## src/rtl/frontend_irq_ctrl_pkg.sv

```systemverilog
// Shared frontend types: instruction address, control pulses and the
// interrupt controller state encoding.
package Frontend;

  localparam int IADDR_W = 16;

  typedef logic [IADDR_W-1:0] Iaddr;

  typedef struct packed {
    logic wakeup;
    logic interrupt;
  } Frontend_control;

  typedef enum logic [1:0] {
    RUN     = 2'd0,
    ARM     = 2'd1,
    FIRE    = 2'd2,
    HANDLER = 2'd3
  } Irq_state;

endpackage

```

## src/rtl/frontend_irq_ctrl_priority.sv

```systemverilog
// Combinational lowest-index-wins encoder over the pending interrupt lines.
module irq_priority_encoder #(
  parameter int N_IRQ = 8,
  parameter int IDW   = (N_IRQ > 1) ? $clog2(N_IRQ) : 1
) (
  input  logic [N_IRQ-1:0] i_req,
  output logic             o_valid,
  output logic [IDW-1:0]   o_idx
);

  always_comb begin
    o_valid = |i_req;
    o_idx   = '0;
    // Scan downwards so the lowest set index is the last one written.
    for (int i = N_IRQ - 1; i >= 0; i--) begin
      if (i_req[i]) o_idx = IDW'(i);
    end
  end

endmodule

```

## src/rtl/frontend_irq_ctrl.sv

```systemverilog
// Interrupt/wakeup controller for the single-thread frontend: edge-detects
// irq lines, gates the processor clock and issues wakeup/interrupt/jump pulses.
//
//   state   | meaning
//   RUN     | idle, waiting for a pending request
//   ARM     | frontend asleep: clock forced on for one cycle before firing
//   FIRE    | one-cycle interrupt/jump pulse (wakeup if entered from ARM)
//   HANDLER | handler running, waiting for irq_return
module frontend_irq_ctrl
  import Frontend::*;
#(
  parameter int N_IRQ      = 8,
  parameter int VEC_BASE   = 0,
  parameter int VEC_STRIDE = 16,
  localparam int IDW       = (N_IRQ > 1) ? $clog2(N_IRQ) : 1
) (
  input  logic            clk,
  input  logic            reset,
  input  logic            sleeping,
  input  logic [N_IRQ-1:0] irq,
  input  logic [N_IRQ-1:0] irq_en,
  input  logic            irq_return,
  output Frontend_control ctrl,
  output logic            jump,
  output Iaddr            jump_vec,
  output logic            clk_gate,
  output logic            irq_active,
  output logic [IDW-1:0]  irq_id
);

  Irq_state         r_state;
  Frontend_control  r_ctrl;
  logic             r_jump;
  Iaddr             r_jump_vec;
  logic             r_irq_active;
  logic [IDW-1:0]   r_irq_id;
  logic [N_IRQ-1:0] r_irq_q;
  logic [N_IRQ-1:0] r_pending;

  logic             w_valid;
  logic [IDW-1:0]   w_idx;
  logic [N_IRQ-1:0] w_set;
  logic [N_IRQ-1:0] w_clr;
  Iaddr             w_vec;

  irq_priority_encoder #(
    .N_IRQ (N_IRQ),
    .IDW   (IDW)
  ) u_prio (
    .i_req   (r_pending),
    .o_valid (w_valid),
    .o_idx   (w_idx)
  );

  assign w_set = irq & ~r_irq_q & irq_en;
  // Set beats clear so an edge landing in the FIRE cycle re-fires later.
  assign w_clr = (r_state == FIRE) ? (N_IRQ'(1) << r_irq_id) : '0;
  assign w_vec = Iaddr'(VEC_BASE + VEC_STRIDE * int'(w_idx));

  always_ff @(posedge clk) begin
    if (reset) begin
      r_state      <= RUN;
      r_ctrl       <= '0;
      r_jump       <= 1'b0;
      r_jump_vec   <= '0;
      r_irq_active <= 1'b0;
      r_irq_id     <= '0;
      r_irq_q      <= '0;
      r_pending    <= '0;
    end else begin
      r_irq_q    <= irq;
      r_pending  <= (r_pending & ~w_clr) | w_set;
      r_ctrl     <= '0;
      r_jump     <= 1'b0;
      r_jump_vec <= '0;
      unique case (r_state)
        RUN: begin
          if (w_valid) begin
            if (sleeping) begin
              r_state <= ARM;
            end else begin
              r_state          <= FIRE;
              r_ctrl.interrupt <= 1'b1;
              r_jump           <= 1'b1;
              r_jump_vec       <= w_vec;
              r_irq_id         <= w_idx;
            end
          end
        end
        ARM: begin
          r_state          <= FIRE;
          r_ctrl.wakeup    <= 1'b1;
          r_ctrl.interrupt <= 1'b1;
          r_jump           <= 1'b1;
          r_jump_vec       <= w_vec;
          r_irq_id         <= w_idx;
        end
        FIRE: begin
          r_state      <= HANDLER;
          r_irq_active <= 1'b1;
        end
        HANDLER: begin
          if (irq_return) begin
            r_state      <= RUN;
            r_irq_active <= 1'b0;
          end
        end
        default: r_state <= RUN;
      endcase
    end
  end

  assign ctrl       = r_ctrl;
  assign jump       = r_jump;
  assign jump_vec   = r_jump_vec;
  assign irq_active = r_irq_active;
  assign irq_id     = r_irq_id;
  assign clk_gate   = reset | ~sleeping | (r_state == ARM) | (r_state == FIRE);

endmodule

```

## config.mk

```make
export PLATFORM = sky130hd
export DESIGN_NAME = frontend_irq_ctrl
export DESIGN_NICKNAME = d
export VERILOG_FILES = /design/src/rtl/frontend_irq_ctrl_pkg.sv /design/src/rtl/frontend_irq_ctrl_priority.sv /design/src/rtl/frontend_irq_ctrl.sv
export SDC_FILE = /design/constraint.sdc
export NUM_CORES = 1
export LEC_CHECK = 0
export BUFFER_PORTS_ARGS = -buffer_cell sky130_fd_sc_hd__buf_2
export CAP_MARGIN = 20
export CORE_ASPECT_RATIO = 1.5
export CORE_MARGIN = 1.5
export CORE_UTILIZATION = 52
export DETAILED_ROUTE_END_ITERATION = 12
export GPL_ROUTABILITY_DRIVEN = 1
export PLACE_DENSITY = 0.83
export SLEW_MARGIN = 20
export SYNTH_ARGS = -nofsm -noshare
export SYNTH_HDL_FRONTEND = slang
export SYNTH_SLANG_ARGS = --single-unit
```

## constraint.sdc

```tcl
create_clock -name clk -period 4.9 [get_ports clk]
set_input_delay 0.98 -clock clk [delete_from_list [all_inputs] [get_ports clk]]
set_output_delay 0.98 -clock clk [all_outputs]
set_load 0.005 [all_outputs]
```

==> metrics <==
status completed; IO buf count 30; Iteration-0 DRC Markers 40; slowest CP cell or4b_2; crit-path leading delay family simple AND/OR/NAND/NOR gates; post-DP HPWL between 1500 and 2000 um; Clock transition at path regs 0.13 ns; switching part of the total 0.3151; top routing layer in use met4; io pins 44; syn_area_per_cell 9.334 um2; Die ar. between 2000 and 3000 um2; setup TNS 0 ns; met2 wire len 1226 um; CORE AREA between 2000 and 2500 um2; clk root buf clkbuf_4; TritonCTS clock tree yes; share of cells above drive strength 1 0.2410; metal3 WL 71 um; Post-CTS Setup Inserts 0; H-tree levels 1; Crit Path Category input port to output port; logic depth of the worst setup path including buffers 3; sequential area share after synthesis 0.4227; TritonCTS Buffers 3; Tcrit/Tclk final 0.6119; DRT met1 WL 982 um; Leak a little over 0.6 nW; Post-CTS Resized 0; CTS Buffer Depth 2; fmax about 330 MHz; internal power 0.3437 mW; Worst-Skew Late Latency roughly 0.31 ns; Async S/R FF share, synth 0; DR vias 998; Routed Antenna Nets 0; Antenna diodes 0; vias in the first global route 953; CP dominant cell by count buf_2; Final Slew Violations 0; routed vias/inst ~5.3; register bit total from synthesis 27; Netlist cell types 32; Cell Rows 21; Die X 43.49 um; DRC Markers 0; Max rail drop VDD 0.0002323 V; Post-Syn Instances 137; Tot GR Track Use 0.1735; Reg power frac 0.532; synth warn 0; gp weighted congestion roughly 0.75; first-pass GRT wire length 3781 um; Synth area leaders dfxtp_1 (42%), buf_4 (8.2%), nor2b_1 (5.4%); grt ovf 0; CP Buf/Inv Count 2; combinational cell fraction of total power 0.283; ys flop type dfxtp_1; Setup crit start kind input port; Tmin final between 2 and 3 ns; worst reg2reg path depth 6; DR pass1 iterations 4; DP Worst Slack ~1.9 ns; Final Instance Area roughly 1400 um2; final WL ~2300 um; CP max stage delay between 0.6 and 0.7 ns; sw power 0.1581 mW; Fin Clk Skew between 0.002 and 0.0025 ns; Clk network pwr share 0.185; DP Cell Count roughly 190; non-filler cells, final about 190; Clock Sinks 27; post-synth top area share 0.4227; crit end category output port; hold_buf cts 0; Die Ht 63.74 um; CP Cell Sequence buf_2 -> or4b_2 -> buf_2; placed inst area about 1400 um2; Final #Nets between 150 and 200; Worst Hold Class flip-flop to flip-flop; final hold vios 0; initial core utilization 0.5594; Yosys top cell by area dfxtp_1; RSZ-0062 raised after global routing no; Req. time, crit path approximately 3.9 ns; initial antenna violation count 0; Data arrival, critical path just over 2 ns; WL/cell 12.18 um; layout overhead on the synthesized area 9.785%; Hold Path Depth 2; largest net degree at the start of global routing 28; slack of the critical path ~1.9 ns; Post-Syn Area about 1300 um2; final setup fails 0; max cap viols 0; EDFF count, synth 0; pwr dens roughly 360 nW/um2; crit path max fanout 27
[registers in the layout (all words and copies together), names as in the netlist]
| name | count |
|---|---|
| irq_active | 1 |
| jump | 1 |
| irq_id | 3 |
| r_irq_q | 8 |
| jump_vec | 3 |
| r_state | 2 |
| ctrl | 1 |
| r_pending | 8 |
[final cells by class]
class	count	area (um2)
Fill cell	194	882.1
Multi-Input combinational cell	99	635.6
Sequential cell	27	540.5
Timing Repair Buffer	30	150.1
Tap cell	23	28.78
Clock buffer	4	26.28
Inverter	6	22.52
[worst reg2reg max path, stage by stage, from the launching register on]
cell	delay [ns]
dfxtp_1	0.42
inv_1	0.09
ha_1	0.27
and2b_1	0.19
a21boi_2	0.18
or4b_1	0.53
o31ai_1	0.09
[worst paths after layout]
path	start	endpoint	slack, ns
max	reset	clk_gate	1.90
min reg2reg	r_irq_q[5]$_SDFF_PP0_	r_pending[5]$_SDFF_PP0_	0.51
max reg2reg	r_state[0]$_SDFFE_PP0P_	irq_id[2]$_SDFFE_PP0P_	3.06
min	r_irq_q[5]$_SDFF_PP0_	r_pending[5]$_SDFF_PP0_	0.51
[kinds of logic after synthesis]
group,after synthesis,synth area share
flops,27,0.4227
compound gates,33,0.1575
buf+inv,23,0.1155
fa+ha+maj,4,0.03914
mux,1,0.008806
other cells,1,0.002933
simple gates,48,0.2534
[routing by layer]
layer,vias to the layer above,global-route usage
li1,502,-
met1,470,0.1825
met2,24,0.3340
met3,2,0.02825
met4,0,0.05303
met5,-,0
[metrics by stage]
step | power, mW | util | hold WS, ns
2_1_floorplan | 0.3777 | - | 0.4710
3_3_place_gp | 0.4052 | 0.6026 | 0.4756
3_5_place_dp | 0.4137 | 0.6026 | 0.4836
4_1_cts | 0.5061 | 0.6141 | 0.5072
5_1_grt | 0.5335 | 0.6141 | 0.5237
6_report | 0.5018 | 0.6141 | 0.5053
[synth_stat cells, drive strengths merged, types with 2 or more instances]
cell,count
dfxtp,27
buf,15
a21oi,12
nor2b,11
nor2,9
o21ai,9
nand3b,8
inv,6
nand2,5
o31ai,5
ha,4
and2b,3
nand2b,3
or4b,3
nor3,2
nor4,2
[layout by cell type, fill, tap and decap left out, drive strengths merged, types with 2 or more instances in the layout]
| cell type | netlist | routed |
|---|---|---|
| nor3 | 2 | 2 |
| or4b | 3 | 3 |
| conb | 1 | 13 |
| o31ai | 5 | 5 |
| nand3b | 8 | 8 |
| nand2 | 5 | 5 |
| nand2b | 3 | 3 |
| inv | 6 | 6 |
| ha | 4 | 4 |
| dfxtp | 27 | 27 |
| nor2 | 9 | 9 |
| and2b | 3 | 3 |
| o21ai | 9 | 9 |
| nor2b | 11 | 11 |
| buf | 15 | 30 |
| nor4 | 2 | 2 |
| a21oi | 12 | 12 |
| clkbuf | 1 | 4 |
[power by group through the flow]
stage          registers (mW)  clock network [mW]  logic (mW)
2_1_floorplan           0.269                   0       0.109
3_3_place_gp            0.270                   0       0.135
3_5_place_dp            0.272                   0       0.142
4_1_cts                 0.267              0.0966       0.143
5_1_grt                 0.270               0.102       0.161
6_report                0.267              0.0930       0.142
(Power assumes the default switching activity.)
